`config.mk`:
```
export PLATFORM = sky130hd
export DESIGN_NAME = bumpy_move_fsm
export DESIGN_NICKNAME = d
export VERILOG_FILES = /design/src/rtl/bumpy_move_fsm.sv
export SDC_FILE = /design/constraint.sdc
export NUM_CORES = 1
export LEC_CHECK = 0
export BUFFER_PORTS_ARGS = -buffer_cell sky130_fd_sc_hd__buf_2
export CAP_MARGIN = 20
export CORE_ASPECT_RATIO = 1.1
export CORE_MARGIN = 3
export CORE_UTILIZATION = 50
export DETAILED_ROUTE_END_ITERATION = 12
export PLACE_DENSITY = 0.79
export REMOVE_ABC_BUFFERS = 1
export SLEW_MARGIN = 20
export SYNTH_ARGS = -nofsm -noshare
export SYNTH_HDL_FRONTEND = slang
export SYNTH_SLANG_ARGS = --single-unit
```
`constraint.sdc`:
```
create_clock -name i_clk -period 3.1 [get_ports i_clk]
set_input_delay 0.62 -clock i_clk [delete_from_list [all_inputs] [get_ports i_clk]]
set_output_delay 0.62 -clock i_clk [all_outputs]
set_load 0.02 [all_outputs]
```
`src/rtl/bumpy_move_fsm.sv`:
```
// Frame-tick driven movement FSM for the bouncing 64x64 sprite: walking, falling, jumping, wall/top bounce and death.
// Define BUMPY_SCREEN_WRAP_EN to make the sprite wrap across the left/right screen edges instead of bouncing.
module bumpy_move_fsm #(
  parameter int INIT_X      = 300,
  parameter int INIT_Y      = 100,
  parameter int X_SPEED     = 4,
  parameter int FALL_SPEED  = 3,
  parameter int RISE_SPEED  = 3,
  parameter int JUMP_FRAMES = 20,
  parameter int LEFT_BOUND  = 0,
  parameter int RIGHT_BOUND = 576,
  parameter int TOP_BOUND   = 0,
  parameter int FLOOR_Y     = 416,
  parameter int DIE_FRAMES  = 60
) (
  input  logic               i_clk,
  input  logic               i_reset,
  input  logic               i_startOfFrame,
  input  logic               i_startKey,
  input  logic               i_leftKey,
  input  logic               i_rightKey,
  input  logic               i_floorHit,
  input  logic               i_dieReq,
  output logic [3:0]         o_state,
  output logic signed [10:0] o_topLeftX,
  output logic signed [10:0] o_topLeftY
);

  localparam logic [3:0] Sreset             = 4'd0;
  localparam logic [3:0] Sidle              = 4'd1;
  localparam logic [3:0] Sleft              = 4'd2;
  localparam logic [3:0] Sright             = 4'd3;
  localparam logic [3:0] Sdown              = 4'd4;
  localparam logic [3:0] Sup                = 4'd5;
  localparam logic [3:0] Sdie               = 4'd6;
  localparam logic [3:0] Sbounce_from_left  = 4'd7;
  localparam logic [3:0] Sbounce_from_right = 4'd8;
  localparam logic [3:0] Sbounce_from_top   = 4'd9;

  localparam int JW = $clog2(JUMP_FRAMES + 1);
  localparam int DW = $clog2(DIE_FRAMES + 1);

  localparam logic signed [10:0] X_INIT    = 11'(INIT_X);
  localparam logic signed [10:0] Y_INIT    = 11'(INIT_Y);
  localparam logic signed [11:0] X_STEP    = 12'(X_SPEED);
  localparam logic signed [11:0] FALL_STEP = 12'(FALL_SPEED);
  localparam logic signed [11:0] RISE_STEP = 12'(RISE_SPEED);
  localparam logic signed [11:0] LEFT_LIM  = 12'(LEFT_BOUND);
  localparam logic signed [11:0] RIGHT_LIM = 12'(RIGHT_BOUND);
  localparam logic signed [11:0] TOP_LIM   = 12'(TOP_BOUND);
  localparam logic signed [11:0] FLOOR_LIM = 12'(FLOOR_Y);
  localparam logic [JW-1:0]      JUMP_LOAD = JW'(JUMP_FRAMES);
  localparam logic [DW-1:0]      DIE_LAST  = DW'(DIE_FRAMES - 1);

  logic [3:0]         r_state;
  logic signed [10:0] r_x;
  logic signed [10:0] r_y;
  logic [JW-1:0]      r_jumpCnt;
  logic [DW-1:0]      r_dieCnt;

  logic [3:0]         w_stateNext;
  logic signed [10:0] w_xNext;
  logic signed [10:0] w_yNext;
  logic [JW-1:0]      w_jumpNext;
  logic [DW-1:0]      w_dieNext;

  logic signed [11:0] w_x12;
  logic signed [11:0] w_y12;
  logic signed [11:0] w_dx;
  logic signed [11:0] w_nextX;
  logic signed [11:0] w_fallY;
  logic signed [11:0] w_riseY;
  logic [3:0]         w_keyState;
  logic signed [10:0] w_moveX;
  logic               w_wallHit;
  logic [3:0]         w_wallState;
  logic [3:0]         w_vState;
  logic signed [10:0] w_vY;
  logic [JW-1:0]      w_vJump;

  assign w_x12   = {r_x[10], r_x};
  assign w_y12   = {r_y[10], r_y};
  assign w_nextX = w_x12 + w_dx;
  assign w_fallY = w_y12 + FALL_STEP;
  assign w_riseY = w_y12 - RISE_STEP;

  // Exactly one key held moves the sprite; both or neither cancel out.
  always_comb begin
    w_dx       = '0;
    w_keyState = Sdown;
    if (i_leftKey && !i_rightKey) begin
      w_dx       = -X_STEP;
      w_keyState = Sleft;
    end else if (i_rightKey && !i_leftKey) begin
      w_dx       = X_STEP;
      w_keyState = Sright;
    end
  end

  always_comb begin
    w_moveX     = w_nextX[10:0];
    w_wallHit   = 1'b0;
    w_wallState = Sbounce_from_left;
`ifdef BUMPY_SCREEN_WRAP_EN
    if (w_nextX < LEFT_LIM) begin
      w_moveX = RIGHT_LIM[10:0];
    end else if (w_nextX > RIGHT_LIM) begin
      w_moveX = LEFT_LIM[10:0];
    end
`else
    if (w_nextX < LEFT_LIM) begin
      w_moveX     = LEFT_LIM[10:0];
      w_wallHit   = 1'b1;
      w_wallState = Sbounce_from_left;
    end else if (w_nextX > RIGHT_LIM) begin
      w_moveX     = RIGHT_LIM[10:0];
      w_wallHit   = 1'b1;
      w_wallState = Sbounce_from_right;
    end
`endif
  end

  // Vertical step: rising burns one jump frame per tick, falling lands on the floor or a brick.
  always_comb begin
    w_vState = w_keyState;
    w_vY     = r_y;
    w_vJump  = r_jumpCnt;
    if (r_state == Sup) begin
      if (w_riseY <= TOP_LIM) begin
        w_vY     = TOP_LIM[10:0];
        w_vJump  = '0;
        w_vState = Sbounce_from_top;
      end else begin
        w_vY = w_riseY[10:0];
        if (r_jumpCnt > JW'(1)) begin
          w_vJump  = r_jumpCnt - JW'(1);
          w_vState = Sup;
        end else begin
          w_vJump  = '0;
          w_vState = w_keyState;
        end
      end
    end else if (w_fallY >= FLOOR_LIM) begin
      w_vY     = FLOOR_LIM[10:0];
      w_vJump  = JUMP_LOAD;
      w_vState = Sup;
    end else if (i_floorHit) begin
      w_vJump  = JUMP_LOAD;
      w_vState = Sup;
    end else begin
      w_vY = w_fallY[10:0];
    end
  end

  always_comb begin
    w_stateNext = r_state;
    w_xNext     = r_x;
    w_yNext     = r_y;
    w_jumpNext  = r_jumpCnt;
    w_dieNext   = r_dieCnt;
    case (r_state)
      Sidle: begin
        if (i_startOfFrame && i_startKey) begin
          w_stateNext = Sdown;
        end
      end
      Sleft, Sright, Sdown, Sup: begin
        if (i_startOfFrame) begin
          if (i_dieReq) begin
            w_stateNext = Sdie;
            w_dieNext   = '0;
          end else if (w_wallHit) begin
            w_stateNext = w_wallState;
            w_xNext     = w_moveX;
          end else begin
            w_stateNext = w_vState;
            w_xNext     = w_moveX;
            w_yNext     = w_vY;
            w_jumpNext  = w_vJump;
          end
        end
      end
      Sbounce_from_left, Sbounce_from_right, Sbounce_from_top: begin
        if (i_startOfFrame) begin
          if (i_dieReq) begin
            w_stateNext = Sdie;
            w_dieNext   = '0;
          end else if (r_state != Sbounce_from_top && r_jumpCnt != '0) begin
            w_stateNext = Sup;
          end else begin
            w_stateNext = Sdown;
          end
        end
      end
      Sdie: begin
        if (i_startOfFrame) begin
          if (r_dieCnt == DIE_LAST) begin
            w_stateNext = Sreset;
            w_xNext     = X_INIT;
            w_yNext     = Y_INIT;
            w_jumpNext  = '0;
            w_dieNext   = '0;
          end else begin
            w_dieNext = r_dieCnt + DW'(1);
          end
        end
      end
      // Sreset and unused encodings restart cleanly on the next clock, tick or not.
      default: begin
        w_stateNext = (r_state == Sreset) ? Sidle : Sreset;
        w_xNext     = X_INIT;
        w_yNext     = Y_INIT;
        w_jumpNext  = '0;
        w_dieNext   = '0;
      end
    endcase
  end

  always_ff @(posedge i_clk or posedge i_reset) begin
    if (i_reset) begin
      r_state   <= Sreset;
      r_x       <= X_INIT;
      r_y       <= Y_INIT;
      r_jumpCnt <= '0;
      r_dieCnt  <= '0;
    end else begin
      r_state   <= w_stateNext;
      r_x       <= w_xNext;
      r_y       <= w_yNext;
      r_jumpCnt <= w_jumpNext;
      r_dieCnt  <= w_dieNext;
    end
  end

  assign o_state    = r_state;
  assign o_topLeftX = r_x;
  assign o_topLeftY = r_y;

endmodule
```
After elaboration in Yosys (flattened, before gate mapping)
Index checks and enable logic that the tools add are counted.
{"block": "word_totals", "register_bits": 37, "word_cells": 113}
{"block": "classes", "addsub": 5, "n_lt_le_gt_ge": 5, "eq_ne": 22, "n_mux": 57, "n_bitwise": 2, "reduce_logical": 17}
{"operator": "$mux W11", "n": 15}
{"operator": "$pmux W11 S3", "n": 2}
{"operator": "$mux W4", "n": 14}
{"operator": "$mux W5", "n": 10}
{"operator": "$mux W6", "n": 4}
{"operator": "$pmux W6 S3", "n": 1}
{"operator": "$eq A4 B3 Y1 const B", "n": 4}
{"operator": "$pmux W4 S4", "n": 1}
{"operator": "$pmux W5 S3", "n": 1}
{"operator": "$ne A2 B2 Y1 const B", "n": 7}
{"operator": "$reduce_and A7 Y1", "n": 2}
{"operator": "$add A11 B12 Y12", "n": 1}
{"operator": "$add A11 B3 Y12 const B", "n": 1}
{"operator": "$ge A12 B10 Y1 const B", "n": 1}
{"operator": "$gt A12 B11 Y1 const B", "n": 1}
{"operator": "$le A12 B1 Y1 const B", "n": 1}
{"operator": "$lt A12 B1 Y1 const B", "n": 1}
{"operator": "$mux W12", "n": 1}
{"operator": "$ne A4 B4 Y1 const B", "n": 3}
{"operator": "$sub A11 B3 Y12 const B", "n": 1}
{"operator": "$reduce_and A5 Y1", "n": 2}
{"operator": "$mux W3", "n": 3}
{"operator": "$eq A4 B2 Y1 const B", "n": 2}
{"operator": "$eq A4 B4 Y1 const B", "n": 2}
{"operator": "17 further kinds", "n": 27}

Depth between registers and ports, before layout
{"block": "logic_depth", "word_depth": 12, "ltp_mapped": 14, "ltp_nobuf": 13}

Worst setup path before layout
Ideal clock, no wire load.
{"block": "synth_timing", "path_kind": "input-to-reg", "start": "input port i_rightKey", "end": "register r_jumpCnt[0]", "setup_ns": 0.125, "t_arrival_ns": 3.072, "path_slack_ns": -0.097, "cell_stages": 13, "path_cell_list": "inv_1 ha_1 buf_2 xor2_1 ha_1 nor2b_1 o32ai_1 a32oi_1 xnor2_1 a211oi_2 o21a_2 a31oi_1 mux2_2"}
{"block": "synth_between", "elab_chain_cells": 9, "word_cells_on_any_way": 12}
{"item": "from (decl)", "line": "21", "text": "input logic i_rightKey,"}
{"item": "$logic_and A1 B1 Y1 / $logic_not A1 Y1 (equally long branches)", "line": "94, 91"}
{"item": "$mux W3 / $logic_and A1 B1 Y1 (equally long branches)", "line": "94, 91"}
{"item": "$mux W12 (*)", "line": "91", "text": "if (i_leftKey && !i_rightKey) begin"}
{"item": "$add A11 B12 Y12 (*)", "line": "83", "text": "assign w_nextX = w_x12 + w_dx;"}
{"item": "$gt A12 B11 Y1", "line": "115", "text": "end else if (w_nextX > RIGHT_LIM) begin"}
{"item": "$mux W1", "line": "115"}
{"item": "$mux W1 (*)", "line": "111", "text": "if (w_nextX < LEFT_LIM) begin"}
{"item": "$ne A2 B2 Y1 (no source line) (*)"}
{"item": "$reduce_and A7 Y1 (no source line) (*)"}
{"item": "to (signal assigned)", "line": "230", "text": "r_jumpCnt <= w_jumpNext;"}
{"item": "to (decl)", "line": "58", "text": "logic [JW-1:0] r_jumpCnt;"}
Every way passes the cells marked *; elsewhere a longest branch is shown, timed or not.
A chain may end at the register's enable or synchronous reset.

Worst setup path in the final report
{"block": "layout_timing", "start": "input port i_leftKey", "end": "register r_jumpCnt[2]"}
{"block": "layout_between", "elab_chain_cells": 10, "word_cells_on_any_way": 12}
{"item": "from (decl)", "line": "20", "text": "input logic i_leftKey,"}
{"item": "$logic_not A1 Y1", "line": "94", "text": "end else if (i_rightKey && !i_leftKey) begin"}
{"item": "$logic_and A1 B1 Y1", "line": "94"}
{"item": "$mux W3", "line": "94"}
{"item": "$mux W12 (*)", "line": "91"}
{"item": "$add A11 B12 Y12 (*)", "line": "83"}
{"item": "$gt A12 B11 Y1", "line": "115"}
{"item": "$mux W1", "line": "115"}
{"item": "$mux W1 (*)", "line": "111"}
{"item": "$ne A2 B2 Y1 (no source line) (*)"}
{"item": "$reduce_and A7 Y1 (no source line) (*)"}
Marks and branches as above.

==> flow_summary_export.csv <==
group,metric,value,unit
outcome,outcome,"finished with violations",
outcome,failed_checks,"negative setup slack",
detailed_routing,dr.first_iter.drc_count,339,
floorplanning,ios,34,
yosys,yosys_most_used_dff,"dfrtp_1",
floorplanning,die_y,92.7,microns
timing,max_slew_margin,0.563,
yosys,syn_area_per_cell,7.82,sq um
layout,syn_to_final_growth,21.6,%
grt,grt_max_degree,36,
floorplanning,dieWidth,84.8,microns
yosys,seq_area_frac_synth,0.259,
detailed_routing,wirelength,10100,microns
layout,nNetsFinal,506,
floorplanning,die_area,0.00786,sq mm
timing,whs,0.422,ns
job,timing.max_cap.violations,0,
critical_path,critPathSlowestCell,"a221o_1",
place,place_hpwl,7000,microns
critical_path,path_delay_family,"compound AO/OA/AOI/OAI gates",
grt,grt_pass1_wl,16100,microns
timing,layout_min_cycle_time,3.11,ns
yosys,syn_inst,437,
power_and_ir_drop,p_sw,2.28,mW
timing,fin_crit_sh,1.00,
grt,track_usage,0.246,
critical_path,worst_ep_arrival_time,3.28,ns
place,place.gp.congestion,0.965,
yosys,yosysWarnings,0,
yosys,synth_top_area_frac,0.205,
power_and_ir_drop,switching_share,0.518,
place,portBuffers,31,
clock_tree,cts_tree,"yes",
timing,fin_ws,-0.0129,ns
yosys,synthMostInstantiatedCell,"nand2_1",
timing,max_freq,321,MHz
detailed_routing,ant_nets,0,
floorplanning,core_area,0.00638,sq mm
grt,use_met2,0.428,
critical_path,crit_fanout,6,
critical_path,crit_required,3.27,ns
critical_path,crit_type,"in -> reg",
yosys,synth_edf_count,0,
yosys,netlist_area,0.00342,sq mm
layout,final_cell_area,0.00415,sq mm
timing,setup_viol,1,
timing,rsz0062_at_grt,"yes",
detailed_routing,vias,3675,
clock_tree,clock_sinks,35,
detailed_routing,routedWlPerCell,17.8,microns
timing,finalHoldViolCount,0,
place,dp_cells,557,
clock_tree,clk_pin_slew_worst_paths,0.07,ns
timing,tns,-0.0129,ns
critical_path,path_cells,"buf_8, inv_4, ha_4, inv_4, ha_4, buf_4, ha_4, nand4bb_1, and4_1, a31oi_4, xnor2_2, a211oi_2, o21a_2, a31oi_4, a221o_1",
clock_tree,clock_latency,0.29,ns
layout,insertedDiodeCount,0,
layout,layout-drive-gt1-share,0.275,
detailed_routing,vias_per_cell,6.48,
timing,worst_slew_pin_slew,0.655,ns
power_and_ir_drop,comb_power_share,0.702,
critical_path,cp-start-kind,"primary input",
grt,antenna_found_initial,0,
layout,utilization,0.651,
clock_tree,cts_root_buf,"clkbuf_8",
yosys,netlist_top_cells_count,"nand2_1 (41), nor2_1 (40), dfrtp_1 (28)",
layout,nFillCells,544,
yosys,synth-seq-cells,35,
power_and_ir_drop,power.total,4.40,mW
place,dp_slack,-0.368,ns
critical_path,cp_common_cell,"ha_4",
power_and_ir_drop,power_density,1060,mW/mm^2
grt,grt-ovfl-total,0,
yosys,synthTopCellsByArea,"dfrtp_1 (21%), dfstp_2 (5.4%), nand2_1 (4.5%), ha_1 (4.4%), nor2_1 (4.4%)",
timing,clock_skew,0.00388,ns
timing,finalMaxSlewViolations,0,
clock_tree,cts_buffer_depth,2,
yosys,synth.distinct_cells,80,
place,place_area,0.00383,sq mm
critical_path,critPathBufInv,4,
floorplanning,start_util,0.535,
clock_tree,cts_max_level,2,
power_and_ir_drop,intPower,2.12,mW
critical_path,crit_path_end_kind,"register",
min_path,hold_path_class,"in -> async",
critical_path,cp_slowest_stage_delay,0.39,ns
yosys,async_flop_share,1.00,
grt,grt_pass1_vias,3447,
power_and_ir_drop,clock_power_share,0.086,
layout,stdcell_count,567,
yosys,synth_top_area_cell,"dfrtp_1",
power_and_ir_drop,leakage,1.75,nW
detailed_routing,drc,0,
power_and_ir_drop,seqPwrFrac,0.211,
grt,use_met3,0.0302,
power_and_ir_drop,peakVddDrop,620,uV
detailed_routing,dr.pass1.iters,5,
clock_tree,numCtsBuffers,5,
floorplanning,std_cell_rows,30,
grt,use_met1,0.305,
grt,top_usage_layer,"met2",
## cells by family after synthesis
kind of cell	synth area share
fa+ha+maj	0.0440
xor+xnor	0.0333
mux	0.00989
other cells	0.00110
compound gates	0.271
flops	0.259
simple gates	0.307
buf+inv	0.0740
## cells in the final DEF, fill, tap and decap left out, drive strengths merged, types with 3 or more instances in the layout
| cell | instances |
|---|---|
| buf | 76 |
| nand2 | 41 |
| nor2 | 41 |
| dfrtp | 28 |
| inv | 24 |
| o21ai | 24 |
| a21oi | 21 |
| nor3 | 21 |
| nand3 | 13 |
| ha | 12 |
| nor4 | 9 |
| a211oi | 9 |
| xnor2 | 8 |
| and2 | 8 |
| clkbuf | 8 |
| or2 | 8 |
| a31oi | 8 |
| nor2b | 7 |
| dfstp | 7 |
| a22o | 6 |
| or3 | 6 |
| o31ai | 6 |
| nand2b | 5 |
| nand4 | 5 |
| o22ai | 5 |
| xor2 | 5 |
| nand4b | 4 |
| a211o | 4 |
| o221ai | 4 |
| and3 | 4 |
| and4 | 3 |
| nand3b | 3 |
| o211ai | 3 |
| a221o | 3 |
| a22oi | 3 |
| o41ai | 3 |
| nand4bb | 3 |
| o21a | 3 |
| mux2 | 3 |
## power by group through the flow
stage / Clock [mW] / Combinational, mW / Sequential (mW)
2_1_floorplan: 0 / 1.63 / 1.05
3_3_place_gp: 0 / 2.67 / 0.905
3_5_place_dp: 0 / 2.75 / 0.915
4_1_cts: 0.384 / 2.82 / 0.907
5_1_grt: 0.405 / 3.34 / 0.961
6_report: 0.380 / 3.09 / 0.931
## worst reg2reg max path, cell delays in order (launching register included)
cell and delay [ns]:
dfstp_2 0.66, xor2_2 0.23, ha_4 0.21, nand4bb_1 0.11, and4_1 0.25, a31oi_4 0.24
xnor2_2 0.12, a211oi_2 0.25, o21a_2 0.31, a31oi_4 0.15, a221o_1 0.39
## routing by layer
layer	part of all wire	vias to the layer above
met5	0	-
met2	0.51	169
li1	-	1714
met1	0.40	1758
met4	0.029	0
met3	0.062	34
## path summary, 6_finish.rpt
path / start / endpoint / cells past startpoint / slack [ns]
max: i_leftKey / r_jumpCnt[2] / 15 / -0.01
max reg2reg: o_topLeftX[3] / r_jumpCnt[2] / 10 / 0.05
min reg2reg: o_topLeftX[10] / o_topLeftX[10] / 1 / 0.51
min in group i_clk: o_topLeftX[10] / o_topLeftX[10] / 1 / 0.51
max in group asynchronous: i_reset / o_topLeftY[6] / 3 / 2.32
min: i_reset / r_dieCnt[1] / 3 / 0.42
## area by class of cell
cell class,count,area [sq um],area share
clock buffer,8,100,0.0241
inverter,24,95.1,0.0229
multi-input combinational,344,2450,0.590
sequential,35,885,0.213
tap,80,100,0.0241
timing repair buffer,76,524,0.126
## state kept, by name, indices dropped and copies added, names as in the netlist
signal	count
r_dieCnt	6
o_state	4
r_jumpCnt	5
o_topLeftX	9
o_topLeftY	11
## timing repair
action | CTS | global route
hold buffers | 0 | 0
setup endpoints to repair | 13 | 22
gates resized for setup | 5 | 34
pin swaps | 0 | 15
buffers inserted | 0 | 2
No activity file was read; power rests on OpenSTA's default activity.
